--- src/rtl/hsdaoh_pkg.sv ---
// Shared definitions for the hsdaoh stream arbiter: header framing constants
// and the arbiter state encoding.
package hsdaoh_pkg;

    // Sync nibble that opens every burst header, lets the reader resynchronise
    localparam logic [3:0] HDR_SYNC = 4'hA;

    // Header field widths and offsets for a 16-bit word; wider words place
    // the sync nibble at the top and zero-extend the sequence field
    localparam int HDR_SYNC_W   = 4;
    localparam int HDR_ID_W     = 4;
    localparam int HDR_SEQ_LSB  = 0;
    localparam int HDR_ID_LSB   = 8;
    localparam int HDR_SYNC_LSB = 12;

    typedef enum logic [1:0] {
        IDLE   = 2'd0,
        HEADER = 2'd1,
        DATA   = 2'd2
    } arbState_e;

endpackage

--- src/rtl/rr_arbiter.sv ---
// Combinational rotate-priority picker: finds the first requesting stream
// strictly above the last granted one, wrapping back to stream 0.
module rr_arbiter #(
    parameter int NUM_STREAMS = 2,
    parameter int IDW         = (NUM_STREAMS > 1) ? $clog2(NUM_STREAMS) : 1
) (
    input  logic [NUM_STREAMS-1:0] req,
    input  logic [IDW-1:0]         last,
    output logic [IDW-1:0]         gnt_id,
    output logic                   any_req
);

    logic found;

    // Two passes: first the streams above last, then wrap to the lowest index
    always_comb begin
        gnt_id  = '0;
        any_req = |req;
        found   = 1'b0;
        for (int i = 0; i < NUM_STREAMS; i++) begin
            if (!found && req[i] && (IDW'(i) > last)) begin
                found  = 1'b1;
                gnt_id = IDW'(i);
            end
        end
        for (int i = 0; i < NUM_STREAMS; i++) begin
            if (!found && req[i]) begin
                found  = 1'b1;
                gnt_id = IDW'(i);
            end
        end
    end

endmodule

--- src/rtl/hsdaoh_stream_arbiter.sv ---
// Round-robin burst arbiter sharing the FIFO write port between streaming
// sources. Each grant writes one header word followed by BURST_LEN payload
// words passed straight through from the granted source.
module hsdaoh_stream_arbiter
    import hsdaoh_pkg::*;
#(
    parameter int NUM_STREAMS = 2,
    parameter int DSIZE       = 16,
    parameter int BURST_LEN   = 256,
    parameter int SEQ_W       = 8,
    parameter int IDW         = (NUM_STREAMS > 1) ? $clog2(NUM_STREAMS) : 1
) (
    input  logic                     clk_data,
    input  logic                     rst,
    input  logic                     enable,
    input  logic [NUM_STREAMS-1:0]   src_valid,
    input  logic [NUM_STREAMS*DSIZE-1:0] src_data,
    output logic [NUM_STREAMS-1:0]   src_ready,
    input  logic                     fifo_awfull,
    input  logic                     fifo_full,
    output logic                     fifo_winc,
    output logic [DSIZE-1:0]         fifo_wdata,
    output logic [IDW-1:0]           grant_id,
    output logic                     busy,
    output logic                     burst_done
);

    localparam int CW = $clog2(BURST_LEN + 1);
    localparam logic [CW-1:0] LAST_CNT = CW'(BURST_LEN - 1);
    localparam logic [IDW-1:0] LAST_STREAM = IDW'(NUM_STREAMS - 1);

    arbState_e          state_q, state_d;
    logic [IDW-1:0]     grant_q, grant_d;
    logic [IDW-1:0]     lastGrant_q, lastGrant_d;
    logic [CW-1:0]      wordCnt_q, wordCnt_d;
    logic               burstDone_q, burstDone_d;
    logic [SEQ_W-1:0]   seq_q [NUM_STREAMS];
    logic               seqInc;

    logic [IDW-1:0]     arbGnt;
    logic               arbAny;
    logic [DSIZE-1:0]   selData;
    logic               selValid;
    logic [SEQ_W-1:0]   selSeq;
    logic [HDR_ID_W-1:0] hdrId;
    logic [DSIZE-9:0]   hdrSeq;
    logic [DSIZE-1:0]   hdrWord;

    rr_arbiter #(
        .NUM_STREAMS (NUM_STREAMS),
        .IDW         (IDW)
    ) uArb (
        .req     (src_valid),
        .last    (lastGrant_q),
        .gnt_id  (arbGnt),
        .any_req (arbAny)
    );

    // Mux out the granted source's word, valid flag and sequence counter
    always_comb begin
        selData  = '0;
        selValid = 1'b0;
        selSeq   = '0;
        for (int i = 0; i < NUM_STREAMS; i++) begin
            if (grant_q == IDW'(i)) begin
                selData  = src_data[i*DSIZE +: DSIZE];
                selValid = src_valid[i];
                selSeq   = seq_q[i];
            end
        end
    end

    // Assemble the header: sync nibble, stream id, pre-increment sequence
    always_comb begin
        hdrId              = '0;
        hdrId[IDW-1:0]     = grant_q;
        hdrSeq             = '0;
        hdrSeq[SEQ_W-1:0]  = selSeq;
        hdrWord            = {HDR_SYNC, hdrId, hdrSeq};
    end

    // Next-state and output decode; all FIFO/source handshakes are combinational
    always_comb begin
        state_d     = state_q;
        grant_d     = grant_q;
        lastGrant_d = lastGrant_q;
        wordCnt_d   = wordCnt_q;
        burstDone_d = 1'b0;
        seqInc      = 1'b0;
        fifo_winc   = 1'b0;
        fifo_wdata  = '0;
        src_ready   = '0;
        unique case (state_q)
            IDLE: begin
                if (enable && !fifo_awfull && arbAny) begin
                    grant_d = arbGnt;
                    state_d = HEADER;
                end
            end
            HEADER: begin
                fifo_winc  = !fifo_full;
                fifo_wdata = hdrWord;
                if (!fifo_full) begin
                    seqInc    = 1'b1;
                    wordCnt_d = '0;
                    state_d   = DATA;
                end
            end
            DATA: begin
                for (int i = 0; i < NUM_STREAMS; i++) begin
                    if (grant_q == IDW'(i)) begin
                        src_ready[i] = !fifo_full;
                    end
                end
                fifo_winc  = selValid && !fifo_full;
                fifo_wdata = selData;
                if (selValid && !fifo_full) begin
                    wordCnt_d = wordCnt_q + 1'b1;
                    if (wordCnt_q == LAST_CNT) begin
                        lastGrant_d = grant_q;
                        burstDone_d = 1'b1;
                        state_d     = IDLE;
                    end
                end
            end
            default: begin
                state_d = IDLE;
            end
        endcase
    end

    // State, grant bookkeeping and per-stream sequence counters
    always_ff @(posedge clk_data) begin
        if (rst) begin
            state_q     <= IDLE;
            grant_q     <= '0;
            lastGrant_q <= LAST_STREAM;
            wordCnt_q   <= '0;
            burstDone_q <= 1'b0;
            for (int i = 0; i < NUM_STREAMS; i++) begin
                seq_q[i] <= '0;
            end
        end else begin
            state_q     <= state_d;
            grant_q     <= grant_d;
            lastGrant_q <= lastGrant_d;
            wordCnt_q   <= wordCnt_d;
            burstDone_q <= burstDone_d;
            for (int i = 0; i < NUM_STREAMS; i++) begin
                if (seqInc && (grant_q == IDW'(i))) begin
                    seq_q[i] <= seq_q[i] + 1'b1;
                end
            end
        end
    end

    assign grant_id   = grant_q;
    assign busy       = (state_q != IDLE);
    assign burst_done = burstDone_q;

endmodule

--- config.mk ---
export PLATFORM = sky130hd
export DESIGN_NAME = hsdaoh_stream_arbiter
export DESIGN_NICKNAME = d
export VERILOG_FILES = /design/src/rtl/hsdaoh_pkg.sv /design/src/rtl/rr_arbiter.sv /design/src/rtl/hsdaoh_stream_arbiter.sv
export SDC_FILE = /design/constraint.sdc
export NUM_CORES = 1
export LEC_CHECK = 0
export ABC_CLOCK_PERIOD_IN_PS = 1900
export CAP_MARGIN = 5
export CELL_PAD_IN_SITES_DETAIL_PLACEMENT = 1
export CELL_PAD_IN_SITES_GLOBAL_PLACEMENT = 1
export CORE_MARGIN = 3
export CORE_UTILIZATION = 32
export DETAILED_ROUTE_END_ITERATION = 8
export GPL_ROUTABILITY_DRIVEN = 0
export GPL_TIMING_DRIVEN = 0
export PLACE_DENSITY = 0.73
export SYNTH_ARGS = -nofsm -noshare
export SYNTH_HDL_FRONTEND = slang
export SYNTH_SLANG_ARGS = --single-unit
--- constraint.sdc ---
create_clock -name clk_data -period 1.9 [get_ports clk_data]
set_clock_uncertainty 0.1 [all_clocks]
set_input_delay 0.38 -clock clk_data [delete_from_list [all_inputs] [get_ports clk_data]]
set_output_delay 0.38 -clock clk_data [all_outputs]
set_load 0.05 [all_outputs]
=== Yosys cells after proc, flatten, opt, wreduce, memory -nomap -nowiden ===
Memory sizes are Yosys's and may differ from the RTL's.
Index checks and enable logic that the tools add are counted.

* Register bits after elaboration: 14
* Memory bits (writable): 16
* Input port bits: 39
* Output and inout port bits: 22
* Logic and storage cells: 82
* Memories: 1

* $add $sub $neg: 3
* Order comparisons: 2
* Equality and inequality tests: 7
* Mux-type cells: 35
* Bitwise gates (word level): 5
* Reduce and logical (&&, ||, !) cells: 24

{| class="wikitable"
|+ Memories
! name !! depth !! bits a word !! rd ports !! clocked after memory_dff !! wr ports !! line !! text
|-
| seq_q || 2 || 8 || 2 || 0 || 2 || hsdaoh_stream_arbiter.sv:37 || <nowiki>logic [SEQ_W-1:0] seq_q [NUM_STREAMS];</nowiki>
|}

{| class="wikitable"
|+ Operators with widths
! kind !! count
|-
| 16-bit one-hot mux with 2 select lines || 1
|-
| 8-bit two-way mux || 3
|-
| 1-bit two-way mux || 20
|-
| 9-bit two-way mux || 2
|-
| 9-bit one-hot mux with 2 select lines || 1
|-
| 8-bit by 1-bit adder with 8-bit output, second input constant || 2
|-
| 16-bit two-way mux || 1
|-
| 1-bit logical AND || 10
|-
| 2-bit two-way mux || 5
|-
| 9-bit by 1-bit adder with 9-bit output, second input constant || 1
|-
| 9-bit by 8-bit == test with 1-bit output, second input constant || 1
|-
| 2-bit != test, second input constant || 4
|-
| 2-bit one-hot mux with 3 select lines || 1
|-
| 3-bit AND reduction || 2
|-
| 1-bit logical NOT || 5
|-
| 4-bit AND reduction || 1
|-
| 2-bit nonzero test || 2
|-
| 1-bit inverter || 3
|-
| 3-bit OR reduction || 1
|-
| 2-bit by 1-bit == test with 1-bit output, second input constant || 1
|-
| 2-bit == test, second input constant || 1
|-
| 1-bit greater-than comparator, first input constant || 2
|-
| 2-bit logical NOT || 1
|-
| 1-bit OR || 2
|-
| 3 further kinds || 3
|}

=== Depth between registers and ports, before layout ===
* Word-level depth: 13
* Depth in mapped cells: 8
* Mapped depth without buffers: 8

=== Cells and area by module ===
A second synthesis with hierarchy kept.

* Cell total of the unflattened synthesis: 219
* Area total of the unflattened synthesis: 2052.0 um^2

{| class="wikitable"
|+ By module, submodules not included
! module !! instances !! cells each !! area an instance (um^2) !! seq. area each (um^2)
|-
| hsdaoh_stream_arbiter || 1 || 217 || 2038.2 || 760.7
|-
| rr_arbiter || 1 || 2 || 13.8 || 0.0
|}

=== Least setup slack after synthesis ===
No wires, ideal clock.

* Kind: reg2out
* Start: register grant_q, in the netlist grant_id
* End: output port src_ready[1]
* Data arrival time: 2.020 ns
* Data required time: 1.420 ns
* Setup slack: -0.600 ns
* Stages on the path, launching flop included: 6
* Path buffers: 3
* Path through: dfxtp_1 > buf_4 > buf_4 > buf_4 > inv_1 > nor2_1

* Longest elaborated chain between the ends: 2

{| class="wikitable"
|+ Ends and longest elaborated chain
! what !! line !! text
|-
| from (decl) || hsdaoh_stream_arbiter.sv:33 || <nowiki>logic [IDW-1:0] grant_q, grant_d;</nowiki>
|-
| from (signal assigned) || hsdaoh_stream_arbiter.sv:145 || <nowiki>grant_q <= grant_d;</nowiki>
|-
| 1-bit two-way mux || hsdaoh_stream_arbiter.sv:111 || <nowiki>if (grant_q == IDW'(i)) begin</nowiki>
|-
| 2-bit two-way mux || hsdaoh_stream_arbiter.sv:93 || <nowiki>unique case (state_q)</nowiki>
|-
| to (decl) || hsdaoh_stream_arbiter.sv:18 || <nowiki>output logic [NUM_STREAMS-1:0] src_ready,</nowiki>
|}

Every way passes these cells.

=== Final worst setup path ===
* Start: register grant_q, in the netlist grant_id
* End: output port fifo_wdata[3]

* Longest elaborated chain between the ends: 2
* Elaborated cells on any way between the ends: 3
* Those cells by class: 3 x mux

{| class="wikitable"
|+ Ends and longest elaborated chain
! what !! line !! text
|-
| 16-bit two-way mux or 8-bit two-way mux (tied branches) || hsdaoh_stream_arbiter.sv:65 || <nowiki>if (grant_q == IDW'(i)) begin</nowiki>
|-
| 16-bit one-hot mux with 2 select lines * || hsdaoh_stream_arbiter.sv:93 ||
|-
| to (decl) || hsdaoh_stream_arbiter.sv:22 || <nowiki>output logic [DSIZE-1:0] fifo_wdata,</nowiki>
|}

Mark *: on every way between the ends. The rest lies on a longest branch, timed or not.

==> impl_metrics.yaml <==
pwr:
  power_leakage_nw: 1.326
  pwr_density_cell_mw_per_mm2: 775.1
  vdd_ir_drop_max_uv: 558.4
yosys:
  synth_adder_area_share: 0.04884
  ys_ff_latch: 30
  yosysSeqAreaShare: 0.3712
  ys.flop_type: "edfxtp_1"
  synth-simple-area-share: 0.2137
  synth_edf_count: 16
  synth_compound_area_frac: 0.1239
  synth_cell_type_count: 36
  synth_nets: 266
  ys_warn_count: 0
  synthMuxAreaShare: 0.1496
  async_flop_share: 0
  synth_xor_area_frac: 0.05128
  syn_inst: 219
  syn_area_per_cell_um2: 9.358
  synth_top_family_by_area: "simple AND/OR/NAND/NOR gates"
  syn_area_mm2: 0.002049
die:
  fp-row-count: 28
  die_area_mm2: 0.007401
  die_w_um: 86.03
  die_h_um: 86.03
  core_area_mm2: 0.006061
  ioPinCount: 61
  start_util: 0.3382
global_routing:
  grt_pass1_wl_mm: 10.54
  overflow: 0
  globalRouteTotalUtil: 0.1789
  antenna_found_initial: 0
  grt_max_degree: 11
  grt_pass1_vias: 2092
layout:
  final_core_util: 0.6018
  seqCellArea_um2: 774.5
  drive_gt1_frac: 0.4502
  nFillCells: 643
  instances_no_fill: 386
  layout.nets: 357
  final_common_cell: "clkdlybuf4s50_1"
  most-common-layout-cells: "clkdlybuf4s50_1 (35), nor2_1 (24), buf_4 (20), buf_6 (16), edfxtp_1 (16)"
  insertedDiodeCount: 0
  areaGrowthSynthToFinish_pct: 77.96
  multi_input_area_mm2: 0.001642
critical_path:
  critPathLaunchType: "flip-flop"
  arrival_ns: 1.68
  worst-setup-path-type: "reg2out"
  cp_data_required_time_ns: 1.42
  reg2reg_depth: 8
  critPathCaptureType: "primary output"
  cp_max_fo: 8
sta:
  hold_ws_ns: 0.4116
  post-route-min-period_ns: 2.158
  setup_viol: 21
  maxSlewViolCount: 0
  hold_viol_final: 0
  finalCritPeriodShare: 1.136
  worst_pin_slew_ns: 0.6025
  relSlewSlack: 0.5984
  worst_slack_ns: -0.2580
  fmax_ghz: 0.4634
  tns_ns: -3.337
  rsz0062_at_grt: "yes"
worst_hold_path:
  hold_depth: 1
  hp-class: "reg2reg"
run_status:
  violations: "setup timing"
  status: "finished with violations"
clocking:
  cts_made_buffers: 5
  hold_buffers: 0
  ctsLongestPathBuffers: 2
  clock_sinks: 30
  clk_latency_ns: 0.28
  cts_tree: "done"
  root_buffer: "clkbuf_8"
  h-tree-depth: 2
  clk_pin_slew_ns: 0.07
detailed_routing:
  drt_iter0_drc: 44
  drc: 0
  viasPerCell: 5.207
  wire_per_inst_um: 20.16
  first_pass_iters: 4
  drtAntennaViolNets: 0
  vias: 2010
  wirelength_mm: 7.780
place:
  io_buffer_count: 59
  hpwl_mm: 4.635
  dp_cells: 353
  place_ws_ns: -1.189
job:
  drv_cap: 0
-- cell families after synthesis --
kind of cell             count (synthesis)
adder cells (fa/ha/maj)                  8
flip-flops                              30
AND/OR/NAND/NOR                         87
multiplexers                            28
buffers and inverters                   19
AO/OA/AOI/OAI                           35
XOR/XNOR                                12
-- routing by layer --
layer,part of all wire,GRT usage
met3,0.030,0.03170
met5,0,0
met4,0.011,0.03741
met1,0.42,0.2151
met2,0.54,0.3301
-- worst max-delay path, stage by stage (launching register included) --
cell	delay [ns]
dfxtp_4	0.36
buf_8	0.11
buf_12	0.12
mux2_2	0.35
a22oi_2	0.23
nor2b_4	0.06
buf_6	0.15
-- state kept, by name, indices dropped and copies added (netlist names) --
name         count
grant_id         1
wordCnt_q        9
burst_done       1
lastGrant_q      1
seq_q           16
state_q          2
-- report_power, final --
| part | total [W] | internal, W | leakage (nW) | switching [W] |
|---|---|---|---|---|
| registers | 0.000818 | 0.000751 | 0.282 | 0.0000673 |
| logic | 0.00150 | 0.000750 | 1.00 | 0.000753 |
| clock network | 0.000507 | 0.000251 | 0.0416 | 0.000256 |
-- Yosys cell counts, types with 2 or more instances --
cell / number / area share
nor2_1: 32 / 0.059
inv_1: 7 / 0.013
edfxtp_1: 16 / 0.23
xnor2_1: 3 / 0.013
nand3_1: 9 / 0.022
nor2b_1: 13 / 0.040
and2_1: 3 / 0.0092
mux2_2: 18 / 0.099
and3_1: 8 / 0.024
nand4_1: 2 / 0.0061
xor2_1: 9 / 0.038
nand2_1: 7 / 0.013
clkbuf_1: 7 / 0.013
o21ai_0: 4 / 0.0098
buf_4: 3 / 0.011
a21o_1: 2 / 0.0073
a311oi_1: 6 / 0.026
mux2i_1: 9 / 0.044
a22oi_1: 8 / 0.029
ha_1: 8 / 0.049
a21oi_1: 9 / 0.022
nand2b_1: 9 / 0.027
dfxtp_1: 14 / 0.14
-- metrics by stage --
step / total power [W] / cell area [µm²]
detailed placement: 0.001861 / 2889
global route: 0.002949 / 3647
floorplan: 0.001548 / 2205
finish: 0.002827 / 3647
CTS: 0.002686 / 3418
global placement: 0.001848 / 2889
-- final timing paths --
| check | slack [ns] | end | startpoint |
|---|---|---|---|
| setup / recovery | -0.26 | fifo_wdata[3] | grant_id |
| hold reg to reg | 0.41 | lastGrant_q | lastGrant_q |
| setup reg to reg | -0.08 | state_q[1] | wordCnt_q[0] |
| hold / removal | 0.41 | lastGrant_q | lastGrant_q |
-- repair_timing --
item,4_1_cts,5_1_grt
resized for setup,210,31
setup buffers,15,13
pin swaps,17,9
cloned,0,0
setup endpoints to repair,40,33
-- area by class of cell --
cell class,count,share of cell area
Buffer,10,0.03671
Clock buffer,5,0.01887
Clock inverter,3,0.004460
Sequential cell,30,0.2123
Inverter,7,0.008576
Multi-Input combinational cell,170,0.4501
Timing Repair Buffer,86,0.2432
Tap cell,75,0.02573
Power figures use the tool's default switching activity.
